$ cat src/rtl/data_bus_arbiter.sv
// rtl/data_bus_arbiter.sv - two-master arbiter for the RAM data port
// m0 has fixed priority; a starvation counter forces m1 through, responses follow an owner pipeline.
module data_bus_arbiter #(
    parameter int RAM_SIZE     = 256,
    parameter int RD_LATENCY   = 1,
    parameter int STARVE_LIMIT = 4
) (
    input  logic        clk_i,
    input  logic        rst_i,
    input  logic        m0_req_i,
    input  logic        m0_we_i,
    input  logic [3:0]  m0_be_i,
    input  logic [31:0] m0_addr_i,
    input  logic [31:0] m0_wdata_i,
    output logic        m0_gnt_o,
    output logic        m0_rvalid_o,
    output logic [31:0] m0_rdata_o,
    output logic        m0_err_o,
    input  logic        m1_req_i,
    input  logic        m1_we_i,
    input  logic [3:0]  m1_be_i,
    input  logic [31:0] m1_addr_i,
    input  logic [31:0] m1_wdata_i,
    output logic        m1_gnt_o,
    output logic        m1_rvalid_o,
    output logic [31:0] m1_rdata_o,
    output logic        m1_err_o,
    output logic        s_req_o,
    output logic        s_we_o,
    output logic [3:0]  s_be_o,
    output logic [31:0] s_addr_o,
    output logic [31:0] s_wdata_o,
    input  logic [31:0] s_rdata_i
);

    logic [3:0]            starve_cnt_q, starve_cnt_d;
    logic [RD_LATENCY-1:0] vld_q, vld_d;
    logic [RD_LATENCY-1:0] own_q, own_d;
    logic [RD_LATENCY-1:0] err_q, err_d;
    logic [RD_LATENCY-1:0] we_q, we_d;

    logic        m0_win, m1_win, accept, oor, rsp_v;
    logic [31:0] rsp_data;

    always_comb begin
        m1_win = !rst_i && m1_req_i && (!m0_req_i || starve_cnt_q == 4'(STARVE_LIMIT));
        m0_win = !rst_i && m0_req_i && !m1_win;
        accept = m0_win || m1_win;

        s_we_o    = 1'b0;
        s_be_o    = '0;
        s_addr_o  = '0;
        s_wdata_o = '0;
        if (m1_win) begin
            s_we_o    = m1_we_i;
            s_be_o    = m1_be_i;
            s_addr_o  = m1_addr_i;
            s_wdata_o = m1_wdata_i;
        end else if (m0_win) begin
            s_we_o    = m0_we_i;
            s_be_o    = m0_be_i;
            s_addr_o  = m0_addr_i;
            s_wdata_o = m0_wdata_i;
        end

        // Out-of-range accesses are still granted but never reach the RAM.
        oor      = accept && (s_addr_o >= 32'(RAM_SIZE));
        s_req_o  = accept && !oor;
        m0_gnt_o = m0_win;
        m1_gnt_o = m1_win;

        if (!m1_req_i || m1_win) begin
            starve_cnt_d = '0;
        end else if (starve_cnt_q != 4'(STARVE_LIMIT)) begin
            starve_cnt_d = starve_cnt_q + 4'd1;
        end else begin
            starve_cnt_d = starve_cnt_q;
        end

        vld_d = (vld_q << 1) | RD_LATENCY'(accept);
        own_d = (own_q << 1) | RD_LATENCY'(m1_win);
        err_d = (err_q << 1) | RD_LATENCY'(oor);
        we_d  = (we_q  << 1) | RD_LATENCY'(s_we_o);

        // The last stage lines up with s_rdata_i for the access it describes.
        rsp_v    = vld_q[RD_LATENCY-1];
        rsp_data = (rsp_v && !err_q[RD_LATENCY-1] && !we_q[RD_LATENCY-1]) ? s_rdata_i : '0;

        m0_rvalid_o = rsp_v && !own_q[RD_LATENCY-1];
        m1_rvalid_o = rsp_v &&  own_q[RD_LATENCY-1];
        m0_err_o    = m0_rvalid_o && err_q[RD_LATENCY-1];
        m1_err_o    = m1_rvalid_o && err_q[RD_LATENCY-1];
        m0_rdata_o  = m0_rvalid_o ? rsp_data : '0;
        m1_rdata_o  = m1_rvalid_o ? rsp_data : '0;
    end

    always_ff @(posedge clk_i or posedge rst_i) begin
        if (rst_i) begin
            starve_cnt_q <= '0;
            vld_q        <= '0;
            own_q        <= '0;
            err_q        <= '0;
            we_q         <= '0;
        end else begin
            starve_cnt_q <= starve_cnt_d;
            vld_q        <= vld_d;
            own_q        <= own_d;
            err_q        <= err_d;
            we_q         <= we_d;
        end
    end

endmodule

$ cat config.mk
export PLATFORM = sky130hd
export DESIGN_NAME = data_bus_arbiter
export DESIGN_NICKNAME = d
export VERILOG_FILES = /design/src/rtl/data_bus_arbiter.sv
export SDC_FILE = /design/constraint.sdc
export NUM_CORES = 1
export LEC_CHECK = 0
export CAP_MARGIN = 40
export CORE_AREA = 2 2 123 125
export DETAILED_ROUTE_END_ITERATION = 8
export DIE_AREA = 0 0 125 127
export PLACE_DENSITY = 0.53
export SLEW_MARGIN = 20
export SYNTH_ARGS = -nofsm -noshare
export SYNTH_HDL_FRONTEND = slang
export SYNTH_SLANG_ARGS = --single-unit
$ cat constraint.sdc
create_clock -name clk_i -period 2.4 [get_ports clk_i]
set_input_delay 0.24 -clock clk_i [delete_from_list [all_inputs] [get_ports clk_i]]
set_output_delay 0.24 -clock clk_i [all_outputs]
set_load 0.01 [all_outputs]
Yosys cells after proc, flatten, opt, wreduce, memory -nomap -nowiden
Index checks and enable logic that the tools add are counted.

Word-level logic and storage cells: 46. Bits in registers: 8. Output and inout port bits: 140. Input bits: 174.

Equal/unequal tests: 2. Mux-type cells: 13. $add $sub $neg: 1. $lt $le $gt $ge: 1. Reductions and logical operators: 24.

Operator list (count): two-way mux 32 bit (7); >= comparator 32 x 9 -> 1 bit, second input constant (1); two-way mux 4 bit (4); logical AND 1 bit (12); logical NOT 1 bit (8); adder 4 x 1 -> 4 bit, second input constant (1); equality test 4 x 3 -> 1 bit, second input constant (1); inequality test 4 x 3 -> 1 bit, second input constant (1); logical OR 1 bit (3); two-way mux 1 bit (2); nonzero test 2 bit (1).

Depth between registers and ports, before layout
Depth after elaboration: 11. Gate-level depth with buffers: 7. Gate-level depth less buffers: 6.

Worst setup path after synthesis
OpenSTA, ideal clock, no wires.

Path type: register to output. From: register starve_cnt_q[0]. To: output s_we_o. Stages on the path, launching flop included: 7. Path buffers: 1. Slack: 505 ps. Data arrival time: 1655 ps. Cell sequence: dfrtp_1 -> inv_1 -> ha_1 -> nand3b_4 -> a211oi_4 -> buf_6 -> a22o_1.

Longest elaborated chain between the ends: 7.

Ends and longest elaborated chain: start: declaration (RTL line 36) `logic [3:0] starve_cnt_q, starve_cnt_d;`; start signal: assignment (RTL line 105) `starve_cnt_q <= starve_cnt_d;`; equality test 4 x 3 -> 1 bit (*) (RTL line 46) `m1_win = !rst_i && m1_req_i && (!m0_req_i || starve_cnt_q == 4'(STARVE_LIMIT));`; logical OR 1 bit (*) (RTL line 46); logical AND 1 bit (*) (RTL line 46); logical NOT 1 bit (RTL line 47) `m0_win = !rst_i && m0_req_i && !m1_win;`; logical AND 1 bit (RTL line 47); two-way mux 1 bit (RTL line 59) `end else if (m0_win) begin`; two-way mux 1 bit (*) (RTL line 54) `if (m1_win) begin`; end: declaration (RTL line 29) `output logic s_we_o,`.

Mark *: on every way between the ends. The rest lies on a longest branch, timed or not.

Final worst setup path
From: register starve_cnt_q[1]. To: output s_req_o.

Longest elaborated chain between the ends: 11.

Ends and longest elaborated chain: equality test 4 x 3 -> 1 bit (*) (RTL line 46); logical OR 1 bit (*) (RTL line 46); logical AND 1 bit (*) (RTL line 46); logical NOT 1 bit (RTL line 47); logical AND 1 bit (RTL line 47); two-way mux 32 bit (RTL line 59); two-way mux 32 bit (RTL line 54); >= comparator 32 x 9 -> 1 bit (RTL line 67) `oor = accept && (s_addr_o >= 32'(RAM_SIZE));`; logical AND 1 bit (RTL line 67); logical NOT 1 bit (RTL line 68) `s_req_o = accept && !oor;`; logical AND 1 bit (*) (RTL line 68); end: declaration (RTL line 28) `output logic s_req_o,`.

Marks and branches as above.

==> metrics <==
status=finished, final reports clean; fraction of the yosys area taken by sequential cells=0.120; CTS Root Cell=clkbuf_16; final std cell area, no fill=5360 sq um; cell area after synthesis=1670 sq um; FF+latch count, synth=8; wire length on met3=1270 um; violation count after the first detailed-route iteration=82; area fraction of the dominant cell type after synthesis=0.315; width of the die=125 um; Pre-Repair DR Iteration Count=4; max-cap violations=0; number of buffers inserted for hold repair after clock tree synthesis=0; synthesized netlist net count=387; count of final hold-check violations=0; gate count after technology mapping=211; number of buffer cells added on primary ports=313; CP Capture Type=output pin; number of antenna cells inserted=0; area of the die=15900 sq um; number of filler cells placed in the layout=1476; nets@finish=724; leading register cell type out of synthesis=dfrtp_1; Routability Congestion=0.937; # placed instances=724; DR DRC count=0; non-filler cells, final=730; number of antenna violations at the first check in global routing=0; DR vias/cell=4.18; DPL Wire Length=10400 um; height of the chip=127 um; via count of the routed design=3048; commonest cells in the netlist=66 x and2_1, 60 x a22o_1, 13 x clkbuf_1, 12 x nor4_1, 9 x a22o_2; path category of the worst min-delay check=input pin to async pin; required time at the worst-slack endpoint=2160 ps; total global-route track usage=0.139; detailed-route wire length on metal 1=4330 um; global-route wire length before repair=17600 um; Syn Area/Cell=7.91 sq um; Top Ports=314; area of the core=14400 sq um; final count of pins violating max slew=0; sum of overflow across all layers after global routing=0; unique cell type count in the Yosys netlist=26; TNS Setup=0 ps; clock buffer count from CTS=3; leakage power figure=2.35 nW; Critical Path Start Type=register; power density over cell area=245 nW/um^2; clock latency reported for the late side of the worst-skew pair=230 ps; largest net degree at the start of global routing=33; post-layout power=1.31 mW; Max clock buf depth=2; number of sinks driven by the clock tree=8; transition time at the pin with the least slew margin=324 ps; mean routed wirelength per cell=16.7 um; largest fanout of any net on the critical path=6; Layout Utilization=0.371; synth warn=0; fmax=433 MHz; pre-CTS setup slack=-148 ps; DRT antenna net count=0; smallest setup slack after layout=92.9 ps; endpoint arrival time on the critical path=2070 ps; number of enable flip-flop cells after synthesis=0; start-to-end type of the worst setup path=register to output pin; area delta synth->final=221%; top-count cell post-synth=and2_1; final worst clock skew=3.43 ps; final critical-path share of the clock period=0.961; final worst path period need=2310 ps; CTS tree=done; total met2 wirelength after detailed routing=6450 um; worst slew slack as a fraction of its limit=0.782; clock-pin slew of the registers on the worst-case setup and hold paths=40 ps; top area cells in the synthesized netlist=a22o_1 31%, and2_1 25%, dfrtp_1 12%; unrepaired setup endpoints after global routing=no; number of endpoints failing setup at the final stage=0; initial standard-cell utilization of the core=0.116; fraction of layout instances using a drive strength above 1=0.128; top routing layer in use=met4; proportion of synthesized flip-flops having asynchronous set or reset=1.00; cell accounting for the most synthesized area=a22o_1; IR drop worst, VDD=0.000161 V; vias in the first global route=3178; routed wire length=12200 um; H-tree depth reported by CTS=1; Fin Hold WS=422 ps; instance area after placement=5260 sq um; number of rows created at floorplan=44
==> layout by cell type (no fill, tap or decap) <==
master           instances
clkdlybuf4s50_1        242
and2_1                  66
a22o_1                  60
dlygate4sd2_1           58
buf_4                   30
nor4_1                  12
a22o_2                   9
dfrtp_1                  8
clkdlybuf4s15_2          8
nor2_1                   6
buf_12                   6
clkbuf_16                4
clkdlybuf4s15_1          4
a21oi_1                  3
nand2_1                  3
xnor2_1                  2
inv_1                    2
inv_2                    2
nor3b_2                  2
nand4_1                  2
and3_1                   2
buf_6                    2
nand3b_4                 1
a211oi_4                 1
nand2b_1                 1
nand3_1                  1
nor3_1                   1
o211a_2                  1
nor2b_1                  1
o21ai_1                  1
o21ai_2                  1
ha_4                     1
ha_1                     1
bufbuf_16                1
clkbuf_2                 1
==> state kept, by name, summed over array words and instances, names as in the netlist <==
name / flops
starve_cnt_q: 4
we_q: 1
rsp_v: 1
own_q: 1
err_q: 1
==> worst paths after layout <==
path | start | endpoint | slack, ps | cells after the start
setup / recovery | starve_cnt_q[1] | s_req_o | 90 | 10
hold / removal | rst_i | starve_cnt_q[1] | 420 | 3
setup reg to reg | starve_cnt_q[1] | we_q | 660 | 8
hold reg to reg | starve_cnt_q[3] | starve_cnt_q[3] | 560 | 2
max in group asynchronous | rst_i | rsp_v | 1850 | 3
min in group clk_i | starve_cnt_q[3] | starve_cnt_q[3] | 560 | 2
==> layout make-up <==
cell class | instances | area, sq um | area share
clock buffer | 3 | 75.1 | 0.0140
inverter | 4 | 15.0 | 0.00280
multi-input combinational | 178 | 1340 | 0.251
sequential | 8 | 200 | 0.0374
tap | 184 | 230 | 0.0430
timing repair buffer | 353 | 3490 | 0.652
==> kinds of logic (layout without fill, tap and decap cells) <==
| kind of cell | count (synthesis) | count (layout) | synth area share |
|---|---|---|---|
| DFF | 8 | 8 | 0.120 |
| and+or+nand+nor | 98 | 98 | 0.362 |
| buffers and inverters | 25 | 360 | 0.0885 |
| adders and majority gates | 2 | 2 | 0.0150 |
| xor gates and xnor gates | 2 | 2 | 0.0105 |
| AOI/OAI and AO/OA | 76 | 76 | 0.404 |
==> metal layers <==
layer	track usage	vias up
met5	0	-
met2	0.274	214
met4	0.0261	0
met3	0.0465	12
met1	0.143	1355
li1	-	1467
==> report_power, final <==
group | total (mW) | internal, mW | switching [mW]
clock | 0.279 | 0.215 | 0.0644
sequential | 0.159 | 0.148 | 0.0109
combinational | 0.877 | 0.562 | 0.314
==> worst max-delay path, cell delays in order (launching register included) <==
cell and delay (ps):
dfrtp_1 380, inv_2 80, ha_4 150, nand3b_4 100, a211oi_4 210, buf_6 160
buf_12 140, buf_12 100, o21ai_2 50, and3_1 170, dlygate4sd2_1 280
==> what timing repair did <==
action	4_1_cts	5_1_grt
buffers inserted	2	0
cloned	1	1
pin swaps	1	0
setup endpoints to repair	71	18
gates resized for setup	94	7
No activity file was read; power rests on OpenSTA's default activity.
